--- src/rtl/btb_assoc.sv ---
// btb_assoc: two-way set-associative branch target buffer.
//
// Looked up every cycle with the fetch PC. The hit, the prediction and the
// target are registered, so they appear one cycle after the PC.
// Updated at commit with the resolved outcome of a branch.
//
// Ports:
//   clk            clock; all state changes on the rising edge
//   reset          asynchronous, active-high reset
//   PC             fetch PC for lookup
//   validRead      registered lookup hit
//   predictTaken   registered MSB of the hit entry's counter (0 on miss)
//   targetAddress  registered target of the hit entry (0 on miss)
//   writeBTB       commit update strobe
//   oldPC          PC of the committing branch
//   resolvedTarget resolved target of the committing branch
//   takenBranch    resolved direction of the committing branch
module btb_assoc #(
  parameter int ADDR_W  = 32,
  parameter int INDEX_W = 4,
  parameter int TAG_W   = 8,
  parameter int CTR_W   = 2
) (
  input  logic              clk,
  input  logic              reset,
  input  logic [ADDR_W-1:0] PC,
  output logic              validRead,
  output logic              predictTaken,
  output logic [ADDR_W-1:0] targetAddress,
  input  logic              writeBTB,
  input  logic [ADDR_W-1:0] oldPC,
  input  logic [ADDR_W-1:0] resolvedTarget,
  input  logic              takenBranch
);

  localparam int SETS = 1 << INDEX_W;
  localparam logic [CTR_W-1:0] CTR_MAX  = '1;
  // Weakly taken: only the MSB set.
  localparam logic [CTR_W-1:0] CTR_INIT = (CTR_MAX >> 1) + 1'b1;

  logic              valid_q [2][SETS];
  logic [TAG_W-1:0]  tag_q   [2][SETS];
  logic [ADDR_W-1:0] tgt_q   [2][SETS];
  logic [CTR_W-1:0]  ctr_q   [2][SETS];
  logic              lru_q   [SETS];  // way to evict next

  // Lookup side
  logic [INDEX_W-1:0] rd_idx;
  logic [TAG_W-1:0]   rd_tag;
  logic               rd_hit0, rd_hit1, rd_hit, rd_way;

  assign rd_idx  = PC[INDEX_W-1:0];
  assign rd_tag  = PC[INDEX_W+TAG_W-1:INDEX_W];
  assign rd_hit0 = valid_q[0][rd_idx] && (tag_q[0][rd_idx] == rd_tag);
  assign rd_hit1 = valid_q[1][rd_idx] && (tag_q[1][rd_idx] == rd_tag);
  assign rd_hit  = rd_hit0 || rd_hit1;
  assign rd_way  = rd_hit1;

  // Update side, evaluated against pre-edge state
  logic [INDEX_W-1:0] wr_idx;
  logic [TAG_W-1:0]   wr_tag;
  logic               wr_hit0, wr_hit1, wr_hit, wr_way, victim;
  logic [CTR_W-1:0]   wr_ctr;

  assign wr_idx  = oldPC[INDEX_W-1:0];
  assign wr_tag  = oldPC[INDEX_W+TAG_W-1:INDEX_W];
  assign wr_hit0 = valid_q[0][wr_idx] && (tag_q[0][wr_idx] == wr_tag);
  assign wr_hit1 = valid_q[1][wr_idx] && (tag_q[1][wr_idx] == wr_tag);
  assign wr_hit  = wr_hit0 || wr_hit1;
  assign wr_way  = wr_hit1;
  assign wr_ctr  = ctr_q[wr_way][wr_idx];

  // Fill invalid ways first, otherwise evict the LRU way.
  assign victim = !valid_q[0][wr_idx] ? 1'b0 :
                  !valid_q[1][wr_idx] ? 1'b1 : lru_q[wr_idx];

  // Valid bits, LRU bits and the registered lookup outputs.
  always_ff @(posedge clk or posedge reset) begin
    if (reset) begin
      for (int s = 0; s < SETS; s++) begin
        valid_q[0][s] <= 1'b0;
        valid_q[1][s] <= 1'b0;
        lru_q[s]      <= 1'b0;
      end
      validRead     <= 1'b0;
      predictTaken  <= 1'b0;
      targetAddress <= '0;
    end else begin
      validRead     <= rd_hit;
      predictTaken  <= rd_hit ? ctr_q[rd_way][rd_idx][CTR_W-1] : 1'b0;
      targetAddress <= rd_hit ? tgt_q[rd_way][rd_idx] : '0;
      if (rd_hit)
        lru_q[rd_idx] <= ~rd_way;
      // Placed after the lookup LRU write so an update to the same set wins.
      if (writeBTB) begin
        if (wr_hit) begin
          lru_q[wr_idx] <= ~wr_way;
          if (!takenBranch && (wr_ctr == '0))
            valid_q[wr_way][wr_idx] <= 1'b0;
        end else if (takenBranch) begin
          valid_q[victim][wr_idx] <= 1'b1;
          lru_q[wr_idx]           <= ~victim;
        end
      end
    end
  end

  // Payload arrays carry no reset; they are only meaningful behind a valid bit.
  always_ff @(posedge clk) begin
    if (writeBTB && !reset) begin
      if (wr_hit) begin
        if (takenBranch) begin
          ctr_q[wr_way][wr_idx] <= (wr_ctr == CTR_MAX) ? CTR_MAX : wr_ctr + 1'b1;
          tgt_q[wr_way][wr_idx] <= resolvedTarget;
        end else if (wr_ctr != '0) begin
          ctr_q[wr_way][wr_idx] <= wr_ctr - 1'b1;
        end
      end else if (takenBranch) begin
        tag_q[victim][wr_idx] <= wr_tag;
        tgt_q[victim][wr_idx] <= resolvedTarget;
        ctr_q[victim][wr_idx] <= CTR_INIT;
      end
    end
  end

  // PC bits above index+tag deliberately alias.
  generate
    if (INDEX_W + TAG_W < ADDR_W) begin : g_unused
      logic unused_hi;
      assign unused_hi = ^{PC[ADDR_W-1:INDEX_W+TAG_W], oldPC[ADDR_W-1:INDEX_W+TAG_W]};
    end
  endgenerate

endmodule

--- config.mk ---
export PLATFORM = sky130hd
export DESIGN_NAME = btb_assoc
export DESIGN_NICKNAME = d
export VERILOG_FILES = /design/src/rtl/btb_assoc.sv
export SDC_FILE = /design/constraint.sdc
export NUM_CORES = 2
export LEC_CHECK = 0
export ABC_AREA = 1
export CORE_MARGIN = 4
export CORE_UTILIZATION = 45
export CTS_BUF_LIST = sky130_fd_sc_hd__clkbuf_8
export CTS_CLUSTER_SIZE = 16
export DETAILED_ROUTE_END_ITERATION = 7
export GPL_ROUTABILITY_DRIVEN = 0
export GPL_TIMING_DRIVEN = 0
export PLACE_DENSITY = 0.62
export SLEW_MARGIN = 15
export SYNTH_ARGS = -nofsm -noshare
export SYNTH_HDL_FRONTEND = slang
export SYNTH_SLANG_ARGS = --single-unit
--- constraint.sdc ---
create_clock -name clk -period 5.7 [get_ports clk]
set_clock_uncertainty 0.2 [all_clocks]
set_input_delay 1.14 -clock clk [delete_from_list [all_inputs] [get_ports clk]]
set_output_delay 1.14 -clock clk [all_outputs]
set_load 0.01 [all_outputs]
==> run_summary.xml <==
<?xml version="1.0" encoding="UTF-8"?>
<metrics>
  <group name="outcome">
    <metric name="outcome" unit="">finished, violations left</metric>
    <metric name="violations" unit="">DRC, setup timing</metric>
  </group>
  <group name="routing">
    <metric name="detailedRoute.firstPassIterationCount" unit="">8</metric>
    <metric name="detail_route.wl_per_cell" unit="um">27.21</metric>
    <metric name="drt_iter0_markers" unit="">7483</metric>
    <metric name="finalWirelength" unit="mm">224.0</metric>
    <metric name="viasPerCell" unit="">5.950</metric>
    <metric name="drt_drc_violations_left" unit="">1</metric>
    <metric name="ant_nets" unit="">0</metric>
    <metric name="routed-via-count" unit="">48995</metric>
  </group>
  <group name="pwr">
    <metric name="total_leakage_power" unit="uW">0.02703</metric>
    <metric name="logic_gate_share_of_total_power" unit="%">8.9</metric>
    <metric name="share_seq_of_total_power" unit="%">53.0</metric>
    <metric name="sw_share" unit="%">26.37</metric>
    <metric name="internal_portion_of_total_power" unit="uW">16450</metric>
    <metric name="cellPowerDensity" unit="nW/um^2">313.7</metric>
    <metric name="peakVddDrop" unit="mV">0.2188</metric>
    <metric name="switchingPower" unit="uW">5894</metric>
    <metric name="share_clk_of_total_power" unit="%">38.1</metric>
  </group>
  <group name="clocking">
    <metric name="cts_buffers" unit="">228</metric>
    <metric name="clock_tree.root_cell" unit="">clkbuf_8</metric>
    <metric name="holdBufCountCts" unit="">0</metric>
    <metric name="tritoncts_clock_tree" unit="">built</metric>
    <metric name="clkLatencyLatePin" unit="ns">0.99</metric>
    <metric name="count_of_h_tree_levels_built_during_cts" unit="">4</metric>
    <metric name="cts.reportedPaths.clkPinSlew" unit="ns">0.06</metric>
    <metric name="cts_buffer_depth" unit="">3</metric>
    <metric name="clkSinkCount" unit="">1426</metric>
  </group>
  <group name="logic_synthesis">
    <metric name="count_of_flip_flops_with_a_built_in_enable_after_synthesis" unit="">1344</metric>
    <metric name="synth.most_common_cell" unit="">nand2_1</metric>
    <metric name="yosys_register_bits" unit="">1426</metric>
    <metric name="synth.cell_area" unit="um^2">61860</metric>
    <metric name="synth.avg_cell_area" unit="um^2">10.57</metric>
    <metric name="sequential_area_share_after_synthesis" unit="%">68.56</metric>
    <metric name="ys_async_sr_fraction" unit="%">5.750</metric>
    <metric name="synthDominantCellAreaShare" unit="%">65.24</metric>
    <metric name="synth.net_count" unit="">5956</metric>
    <metric name="synth.distinct_cells" unit="">37</metric>
    <metric name="yosysWarningCount" unit="">0</metric>
    <metric name="ys_top_cells_by_area" unit="">edfxtp_1, nand2_1, nand3_1</metric>
    <metric name="most_common_flop_cell_mapped_by_yosys" unit="">edfxtp_1</metric>
    <metric name="cell_types_with_the_highest_counts_after_synthesis" unit="">nand2_1, edfxtp_1, nand3_1</metric>
    <metric name="post_synth_inst_count" unit="">5853</metric>
    <metric name="synth_top_area_cell" unit="">edfxtp_1</metric>
  </group>
  <group name="cells_and_area">
    <metric name="fin_nets" unit="">6365</metric>
    <metric name="multi_input_area" unit="um^2">17750</metric>
    <metric name="ff_latch_area" unit="um^2">42410</metric>
    <metric name="drive_gt1_share" unit="%">11.31</metric>
    <metric name="nFillCells" unit="">11884</metric>
    <metric name="syn_to_final_growth" unit="%">15.18</metric>
  </group>
  <group name="worst_setup_path">
    <metric name="max_stage_delay" unit="ns">0.76</metric>
    <metric name="crit_arrival" unit="ns">6.36</metric>
    <metric name="worst-setup-path-type" unit="">in2reg</metric>
    <metric name="cp_data_required_time" unit="ns">6.32</metric>
    <metric name="cp_common_cell" unit="">nand2_1</metric>
    <metric name="critical-path-slowest-cell" unit="">nor2_1</metric>
    <metric name="crit_fanout" unit="">10</metric>
    <metric name="critPathLaunchType" unit="">input pin</metric>
    <metric name="crit_path_end_kind" unit="">register</metric>
    <metric name="path_cells" unit="">clkdlybuf4s50_1 -&gt; inv_1 -&gt; nor2_1 -&gt; clkbuf_2 -&gt; o21ai_1 -&gt; nand4_1 -&gt; nor2_1 -&gt; nand2_1 -&gt; nor2_4 -&gt; nand2_1 -&gt; buf_2 -&gt; buf_2 -&gt; buf_2 -&gt; nand2_1 -&gt; nand3_1 -&gt; nand4_1 -&gt; nand2_1 -&gt; nand2_1 -&gt; nor2_2</metric>
  </group>
  <group name="die">
    <metric name="io-pin-count" unit="">134</metric>
    <metric name="floorplan.die_area" unit="um^2">143500</metric>
    <metric name="core_region_area" unit="um^2">136000</metric>
    <metric name="placement_rows" unit="">135</metric>
    <metric name="initial_utilization" unit="%">45.49</metric>
    <metric name="die_width" unit="um">378.8</metric>
    <metric name="die-height" unit="um">378.8</metric>
  </group>
  <group name="placed_design">
    <metric name="detailedPlace.worstSlack" unit="ns">-2.567</metric>
    <metric name="portBuffers" unit="">91</metric>
    <metric name="place_hpwl" unit="mm">152.5</metric>
  </group>
  <group name="timing">
    <metric name="slew_headroom" unit="%">15.67</metric>
    <metric name="final_tns_setup" unit="ns">-0.04982</metric>
    <metric name="max_freq" unit="MHz">174.3</metric>
    <metric name="grt_setup_unrepaired" unit="">no</metric>
    <metric name="slew_at_the_pin_closest_to_its_max_slew_limit" unit="ns">1.260</metric>
    <metric name="post-route-period-util" unit="%">100.6</metric>
    <metric name="timing.final.crit_period" unit="ns">5.737</metric>
    <metric name="finalSetupViolations" unit="">3</metric>
    <metric name="final.setup.worst_slack" unit="ns">-0.03700</metric>
    <metric name="timing.final.hold_violations" unit="">0</metric>
    <metric name="final_max_slew_viol_count" unit="">0</metric>
  </group>
  <group name="global_routing">
    <metric name="gr-total-overflow" unit="">0</metric>
    <metric name="antenna_found_initial" unit="">4</metric>
    <metric name="gr-usage-all-layers" unit="%">30.62</metric>
    <metric name="largest_net_degree_at_the_start_of_global_routing" unit="">49</metric>
    <metric name="grt_pass1_vias" unit="">45359</metric>
    <metric name="first_pass_grt_wire_length" unit="mm">315.1</metric>
  </group>
  <group name="run">
    <metric name="count_of_max_cap_constraint_violations" unit="">0</metric>
  </group>
  <group name="hold_path">
    <metric name="holdCritPathClass" unit="">in2reg</metric>
  </group>
</metrics>
==> stage by stage <==
| step | instances | cell area (um^2) | utilization (%) | total power [uW] | hold WS, ns |
|---|---|---|---|---|---|
| floorplan | 5853 | 61860 | - | 13050 | 0.2711 |
| global placement | 7725 | 65000 | 47.80 | 13890 | 0.2860 |
| detailed placement | 7803 | 66670 | 49.03 | 13960 | 0.2939 |
| CTS | 8219 | 71080 | 52.27 | 22310 | 0.1343 |
| global route | 8229 | 71230 | 52.39 | 22980 | 0.1645 |
| finish | 8234 | 71250 | 52.40 | 22350 | 0.2029 |
==> placed cells by master, fill, tap and decap left out, drive strengths merged, types with 8 or more instances in the layout <==
cell type,instances
o211ai,16
a21oi,78
nor3,28
edfxtp,1344
buf,327
a22oi,135
nand4,61
xor2,8
inv,251
clkbuf,384
clkinv,98
nor2,293
o22ai,14
nand3,717
clkdlybuf4s50,52
nand2,2243
dfrtp,82
o221ai,65
o21ai,226
==> kinds of logic after synthesis <==
group	share of synthesized area (%)
and+or+nand+nor	22.15
DFF	68.56
AOI/OAI and AO/OA	5.526
buffers and inverters	3.592
xor gates and xnor gates	0.1133
adders and majority gates	0.06069
==> worst max-delay path, delay by kind of cell <==
family	cells	cell delay [ns]
AOI/OAI and AO/OA	1	0.15
and+or+nand+nor	12	2.52
buffers and inverters	6	2.50
==> path summary, 6_finish.rpt <==
check	slack (ns)	to	depth (start not counted)	startpoint
setup / recovery	-0.04	targetAddress[26]	19	PC[3]
max in group asynchronous	4.07	valid_q[10]	3	reset
setup reg to reg	0.58	ctr_q[0][6]	22	tag_q[1][104]
hold / removal	0.20	tgt_q[1][273]	1	resolvedTarget[17]
hold reg to reg	0.31	valid_q[25]	2	valid_q[25]
min in group asynchronous	0.56	targetAddress[8]	2	reset
==> layout make-up <==
class | instances | area share, %
Clock inverter | 177 | 1.466
Tap cell | 1781 | 3.128
Timing Repair Buffer | 179 | 3.161
Sequential cell | 1426 | 59.53
Clock buffer | 238 | 4.598
Antenna cell | 6 | 0.02107
Inverter | 181 | 0.9606
Buffer | 347 | 2.232
Multi-Input combinational cell | 3899 | 24.91
==> routing by layer <==
metal  wire (um)  global-route usage, %
met1       83670                  40.81
met2       99020                  46.54
met3       28410                  7.766
met4       12940                  15.85
met5           0                      0
==> power groups by stage <==
stage | logic (uW) | registers [uW] | clock network (uW)
floorplan | 1030 | 12000 | 0
global placement | 1820 | 12100 | 0
detailed placement | 1910 | 12100 | 0
CTS | 1920 | 11800 | 8550
global route | 2120 | 11900 | 9010
finish | 1980 | 11800 | 8520
==> flip-flops by register name, summed over array words and instances, names as in the netlist <==
register       flops
valid_q           32
targetAddress     32
tag_q            256
validRead          1
ctr_q             64
predictTaken       1
tgt_q           1024
lru_q             16
==> what timing repair did <==
| item | in CTS | in global routing |
|---|---|---|
| gates resized for setup | 32 | 46 |
| buffers inserted | 1 | 9 |
| setup endpoints to repair | 1188 | 184 |
| pin swaps | 2 | 6 |
(Power assumes the default switching activity.)
